$ cat config.mk
export PLATFORM = sky130hd
export DESIGN_NAME = uart_rx_ctrl
export DESIGN_NICKNAME = d
export VERILOG_FILES = /design/src/rtl/uart_rx_ctrl.sv
export SDC_FILE = /design/constraint.sdc
export NUM_CORES = 1
export LEC_CHECK = 0
export CORE_MARGIN = 5
export CORE_UTILIZATION = 55
export CTS_CLUSTER_DIAMETER = 40
export CTS_CLUSTER_SIZE = 20
export DETAILED_ROUTE_END_ITERATION = 10
export PLACE_DENSITY = 0.81
export SLEW_MARGIN = 20
export SYNTH_ARGS = -nofsm -noshare
export SYNTH_HDL_FRONTEND = slang
export SYNTH_SLANG_ARGS = --single-unit
$ cat constraint.sdc
create_clock -name clk -period 2.73 [get_ports clk]
set_clock_uncertainty 0.15 [all_clocks]
set_input_delay 0.546 -clock clk [delete_from_list [all_inputs] [get_ports clk]]
set_output_delay 0.546 -clock clk [all_outputs]
set_load 0.05 [all_outputs]
$ cat src/rtl/uart_rx_ctrl.sv
// UART receive controller: start-edge detection, bit-timing enable (band_sig),
// mid-bit sampling on clk_bps, 8N1 LSB-first assembly, valid/framing-error strobes.
module uart_rx_ctrl #(
   parameter int unsigned DATA_BITS = 8
) (
   input  logic                 clk,
   input  logic                 rst,
   input  logic                 rx,
   input  logic                 clk_bps,
   output logic                 band_sig,
   output logic [DATA_BITS-1:0] rx_data,
   output logic                 rx_valid,
   output logic                 frame_err,
   output logic                 busy
);

   localparam int unsigned CNT_W = (DATA_BITS > 1) ? $clog2(DATA_BITS) : 1;
   localparam logic [CNT_W-1:0] LAST_BIT = CNT_W'(DATA_BITS - 1);

   typedef enum logic [1:0] {
      IDLE,
      START,
      DATA,
      STOP
   } state_t;

   state_t               state_q, state_d;
   logic                 s1_q, s2_q, s3_q;
   logic                 fall;
   logic [DATA_BITS-1:0] shift_q, shift_d;
   logic [DATA_BITS-1:0] data_q, data_d;
   logic [CNT_W-1:0]     cnt_q, cnt_d;
   logic                 band_q, band_d;
   logic                 valid_q, valid_d;
   logic                 ferr_q, ferr_d;

   // Two-flop synchronizer plus history flop; reset high so release looks like idle line
   always_ff @(posedge clk or posedge rst) begin
      if (rst) begin
         s1_q <= 1'b1;
         s2_q <= 1'b1;
         s3_q <= 1'b1;
      end else begin
         s1_q <= rx;
         s2_q <= s1_q;
         s3_q <= s2_q;
      end
   end

   assign fall = s3_q & ~s2_q;

   // State register together with the registered datapath and strobes
   always_ff @(posedge clk or posedge rst) begin
      if (rst) begin
         state_q <= IDLE;
         shift_q <= '0;
         data_q  <= '0;
         cnt_q   <= '0;
         band_q  <= 1'b0;
         valid_q <= 1'b0;
         ferr_q  <= 1'b0;
      end else begin
         state_q <= state_d;
         shift_q <= shift_d;
         data_q  <= data_d;
         cnt_q   <= cnt_d;
         band_q  <= band_d;
         valid_q <= valid_d;
         ferr_q  <= ferr_d;
      end
   end

   // Next-state logic: edges only matter in IDLE, clk_bps only outside IDLE
   always_comb begin
      state_d = state_q;
      case (state_q)
         IDLE:  if (fall) state_d = START;
         START: if (clk_bps) state_d = s2_q ? IDLE : DATA;
         DATA:  if (clk_bps && (cnt_q == LAST_BIT)) state_d = STOP;
         STOP:  if (clk_bps) state_d = IDLE;
         default: state_d = IDLE;
      endcase
   end

   // Output/datapath next values; strobes default low so they last one cycle
   always_comb begin
      shift_d = shift_q;
      data_d  = data_q;
      cnt_d   = cnt_q;
      band_d  = band_q;
      valid_d = 1'b0;
      ferr_d  = 1'b0;
      case (state_q)
         IDLE: begin
            if (fall) band_d = 1'b1;
         end
         START: begin
            if (clk_bps) begin
               if (s2_q) begin
                  band_d = 1'b0;
               end else begin
                  cnt_d = '0;
               end
            end
         end
         DATA: begin
            if (clk_bps) begin
               shift_d = {s2_q, shift_q[DATA_BITS-1:1]};
               if (cnt_q != LAST_BIT) cnt_d = cnt_q + 1'b1;
            end
         end
         STOP: begin
            if (clk_bps) begin
               band_d = 1'b0;
               if (s2_q) begin
                  data_d  = shift_q;
                  valid_d = 1'b1;
               end else begin
                  ferr_d = 1'b1;
               end
            end
         end
         default: band_d = 1'b0;
      endcase
   end

   assign band_sig  = band_q;
   assign rx_data   = data_q;
   assign rx_valid  = valid_q;
   assign frame_err = ferr_q;
   assign busy      = (state_q != IDLE);

endmodule
-- Word-level counts from Yosys, hierarchy flattened
Cells that the tools add are included.
- flip-flop bits (word level): 27
- input bits: 4
- output and inout port bits: 12
- word-level logic and storage cells: 58
- add/subtract/negate cells: 1
- equal/unequal tests: 13
- mux-type cells: 22
- bitwise operators: 2
- reduce and logical (&&, ||, !) cells: 10
- operators with widths (cell ; number):
    2-bit inequality test (second input constant) ; 8
    3-bit 2-to-1 mux ; 4
    1-bit 2-to-1 mux ; 10
    2-bit 2-to-1 mux ; 5
    5-bit AND reduction ; 2
    2-bit case mux with 4 select lines ; 1
    3-bit case mux with 2 select lines ; 1
    2-bit == test (second input constant) ; 2
    4-bit AND reduction ; 1
    2-bit nonzero test ; 2
    3-bit by 1-bit adder with 3-bit output (second input constant) ; 1
    3-bit == test (second input constant) ; 1
    3-bit inequality test (second input constant) ; 1
    1-bit case mux with 3 select lines ; 1
    3-bit AND reduction ; 1
    3-bit nonzero test ; 1
    2-bit by 1-bit == test with 1-bit output (second input constant) ; 1
    2-bit zero test ; 1
    2-bit AND reduction ; 1
    1-bit AND ; 1
    1-bit logical AND ; 1
    1-bit inverter ; 1

-- Logic depth before layout (Yosys ltp)
- depth after elaboration: 4
- depth in mapped cells: 5
- mapped depth without buffers: 5

-- Least setup slack after synthesis
Ideal clock, no wire load.
- path kind: input -> register
- from: input clk_bps
- to: register cnt_q[0]
- library setup time: 0.128 ns
- arrival: 1.382 ns
- required time: 2.452 ns
- slack: 1.070 ns
- cell stages on the path: 4
- path buffers: 1
- path through: buf_2 nor2b_1 a32oi_2 mux2_1
- cells in the longest elaborated chain, start to end: 2
- elaborated cells on any way between the ends: 3
- those cells by class: 2 x eq/ne; 1 x reduce/logical
- RTL lines (what ; RTL line ; RTL):
    from (decl) ; 9 ; input logic clk_bps,
    2-bit inequality test (no source line) ; n/a ;
    5-bit AND reduction (no source line) (*) ; n/a ;
    to (signal assigned) ; 66 ; cnt_q <= cnt_d;
    to (decl) ; 32 ; logic [CNT_W-1:0] cnt_q, cnt_d;
Every way passes the cells marked *; elsewhere a longest branch is shown, timed or not.
A chain may end at the register's enable or synchronous reset.

-- Final worst setup path
- from: register state_q[0]
- to: output busy
- cells in the longest elaborated chain, start to end: 1
- RTL lines (what ; RTL line ; RTL):
    from (decl) ; 27 ; state_t state_q, state_d;
    from (signal assigned) ; 63 ; state_q <= state_d;
    2-bit nonzero test ; 131 ; assign busy = (state_q != IDLE);
    to (decl) ; 14 ; output logic busy
Every way passes these cells.

==> metrics <==
outcome=finished clean; CP max FO=7; Pleak=roughly 0.6 nW; final net count=just under 100; Via Count=~600; clock latency on the worst-skew pair=about 0.31 ns; # resized after CTS=0; hold_buf cts=0; initial antenna violation count=0; CTS Buffer Depth=2; Slowest cell on crit path=clkdlybuf4s50_1; Max Slew Vio Count=0; CP peak stage delay=around 0.7 ns; Crit. Startpoint=state_q[0]; sequential fraction of the synthesis area=0.633; fin worst setup slack=around 0.2 ns; Mean Syn Cell Area=14.9 sq um; Final period util=0.925; DIE AREA=around 0.003 sq mm; Setup Crit Path Kind=reg2out; final WL=1540 um; Worst Tran Pin Value=around 0.5 ns; DP HPWL=between 1000 and 1500 um; most frequent cell after synthesis=dfrtp_1; Clk network pwr share=0.121; ANT nets after route=0; H-tree depth=1; Ant. Diodes=0; HP Class=reg2reg; Post-synth EDFFs=0; Core Util, Final=0.676; Die Ht=about 54 um; chip width=54.2 um; ys async rst share=1.00; sw frac=0.381; post-CTS setup buffer count=0; Crit. End Element=output pin; share of layout cells above drive strength 1=0.319; syn nets=~80; Placement Setup Slack=roughly 0.53 ns; commonest cells in the netlist=24 x dfrtp_1, 17 x mux2_2, 4 x inv_1, 4 x nand2_1, 3 x dfstp_2; WP data required=just over 2 ns; Post-Syn Area=about 0.0011 sq mm; Final setup viols=0; Final Hold Fails=0; DR pass1 iterations=4; Synth area leader=dfrtp_1; min Tclk post-route=between 2 and 3 ns; routability cong.=~0.67; Slew headroom=0.666; Power Internal=slightly above 0.0008 W; CTS tree=done; P&R area growth vs syn=19.8%; synthesized instance count=72; unrepaired setup endpoints after global routing=false; pin count of the biggest net entering global routing=28; first-pass GRT wire length=2740 um; type of origin of the critical path=flop; synth warn=0; FF-to-FF Start=s2_q; Worst Hold Depth=0; Clk pin slew, worst setup/hold paths=approximately 0.13 ns; total grt overflow=0; Netlist cell types=21; Synth Register Bits=27; gr usage total=0.131; I/O Buffers=15; Sequential Power Share=0.473; via count of the first global-routing pass=approximately 630; clk sinks=27; setup TNS=0 ns; Iter 0 DRT Violations=6; NetSw=approximately 0.0005 W; post-DR vias/cell=about 5.0; Core Region=between 0.0015 and 0.002 sq mm; ys flop type=dfrtp_1; cells along the critical path=or2_2 > clkdlybuf4s50_1; DR DRC count=0; Reg2Reg Depth=3; Max Cap Viol=0; CTS buffer count=3; row count=16; power density cells=~1000 mW/mm^2; reg2reg end=cnt_q[0]; # IOs=16; Worst R2R Setup Slack=1.07 ns; Synth area leaders=dfrtp_1 56%, mux2_2 18%, dfstp_2 7.3%; maximum VDD drop=between 0.6 and 0.7 mV; WL/cell=roughly 13 um; FMAX=just under 0.4 GHz; Root Buffer=clkbuf_4; CP Data Arrival Time=around 1.8 ns; crit path to=busy; top cell type's share of synthesized area=0.559; WHS=between 0.2 and 0.25 ns; Initial Util=0.564; Combinational Power Share=0.407
## layout by cell type (no fill, tap or decap)
master           Yosys  layout
dfrtp_1             24      24
mux2_2              17      17
clkdlybuf4s50_1      0      15
nand2_1              4       4
inv_1                4       4
clkbuf_4             0       3
dfstp_2              3       3
nor2b_1              2       2
mux2i_1              2       2
o21ai_0              2       2
ha_1                 2       2
nor2b_4              1       1
nand2_2              1       1
nor2_1               1       1
a32o_1               1       1
o21a_1               1       1
a32oi_2              1       1
mux2_1               1       1
nand4_2              1       1
or2_2                1       1
nor3b_1              1       1
a21oi_1              1       1
clkbuf_1             0       1
buf_4                0       1
## kinds of logic after synthesis
| kind of cell | count (synthesis) | share of synthesized area |
|---|---|---|
| and+or+nand+nor | 12 | 0.0723 |
| AOI/OAI and AO/OA | 6 | 0.0455 |
| adders and majority gates | 2 | 0.0233 |
| DFF | 27 | 0.633 |
| buffers and inverters | 5 | 0.0186 |
| muxes | 20 | 0.207 |
## worst min path at each step
stage	start	to
final	s1_q	s2_q
after global routing	s1_q	s2_q
after CTS	s1_q	s2_q
after detailed placement	s1_q	s2_q
after global placement	s1_q	s2_q
after floorplan	s1_q	s2_q
## per-stage QoR
| step | power, W | std cells | instance area, sq um |
|---|---|---|---|
| 6_report | 0.00133 | 118 | 1290 |
| 3_3_place_gp | 0.00117 | 114 | 1260 |
| 2_1_floorplan | 0.00102 | 72 | 1070 |
| 4_1_cts | 0.00135 | 118 | 1290 |
| 3_5_place_dp | 0.00119 | 114 | 1260 |
| 5_1_grt | 0.00142 | 118 | 1290 |
## worst max-delay path: cells and delay by family (launching register included)
| family | cells | cell delay (ns) |
|---|---|---|
| buffers and inverters | 1 | 0.70 |
| DFF | 1 | 0.50 |
| and+or+nand+nor | 1 | 0.32 |
## cell type report
class	instances	area [sq um]
Multi-Input combinational cell	40	374
Inverter	4	15.0
Clock buffer	4	26.3
Sequential cell	27	679
Fill cell	149	616
Tap cell	27	33.8
Timing Repair Buffer	16	158
## routing by layer
metal  global-route usage  part of all wire  routed length, um  vias to the layer above
li1                     -                 -                  -                      286
met1                0.161              0.45                697                      297
met2                0.219              0.51                779                       10
met3               0.0360             0.036                 56                        2
met4               0.0498            0.0045                  7                        0
met5                    0                 0                  0                        -
## power groups by stage
stage | Combinational, W | Clock, W | Sequential (W)
after floorplan | 0.000250 | 0 | 0.000768
after global placement | 0.000535 | 0 | 0.000630
after detailed placement | 0.000548 | 0 | 0.000641
after CTS | 0.000549 | 0.000171 | 0.000631
after global routing | 0.000579 | 0.000186 | 0.000653
final | 0.000541 | 0.000160 | 0.000629
Power figures use the tool's default switching activity.
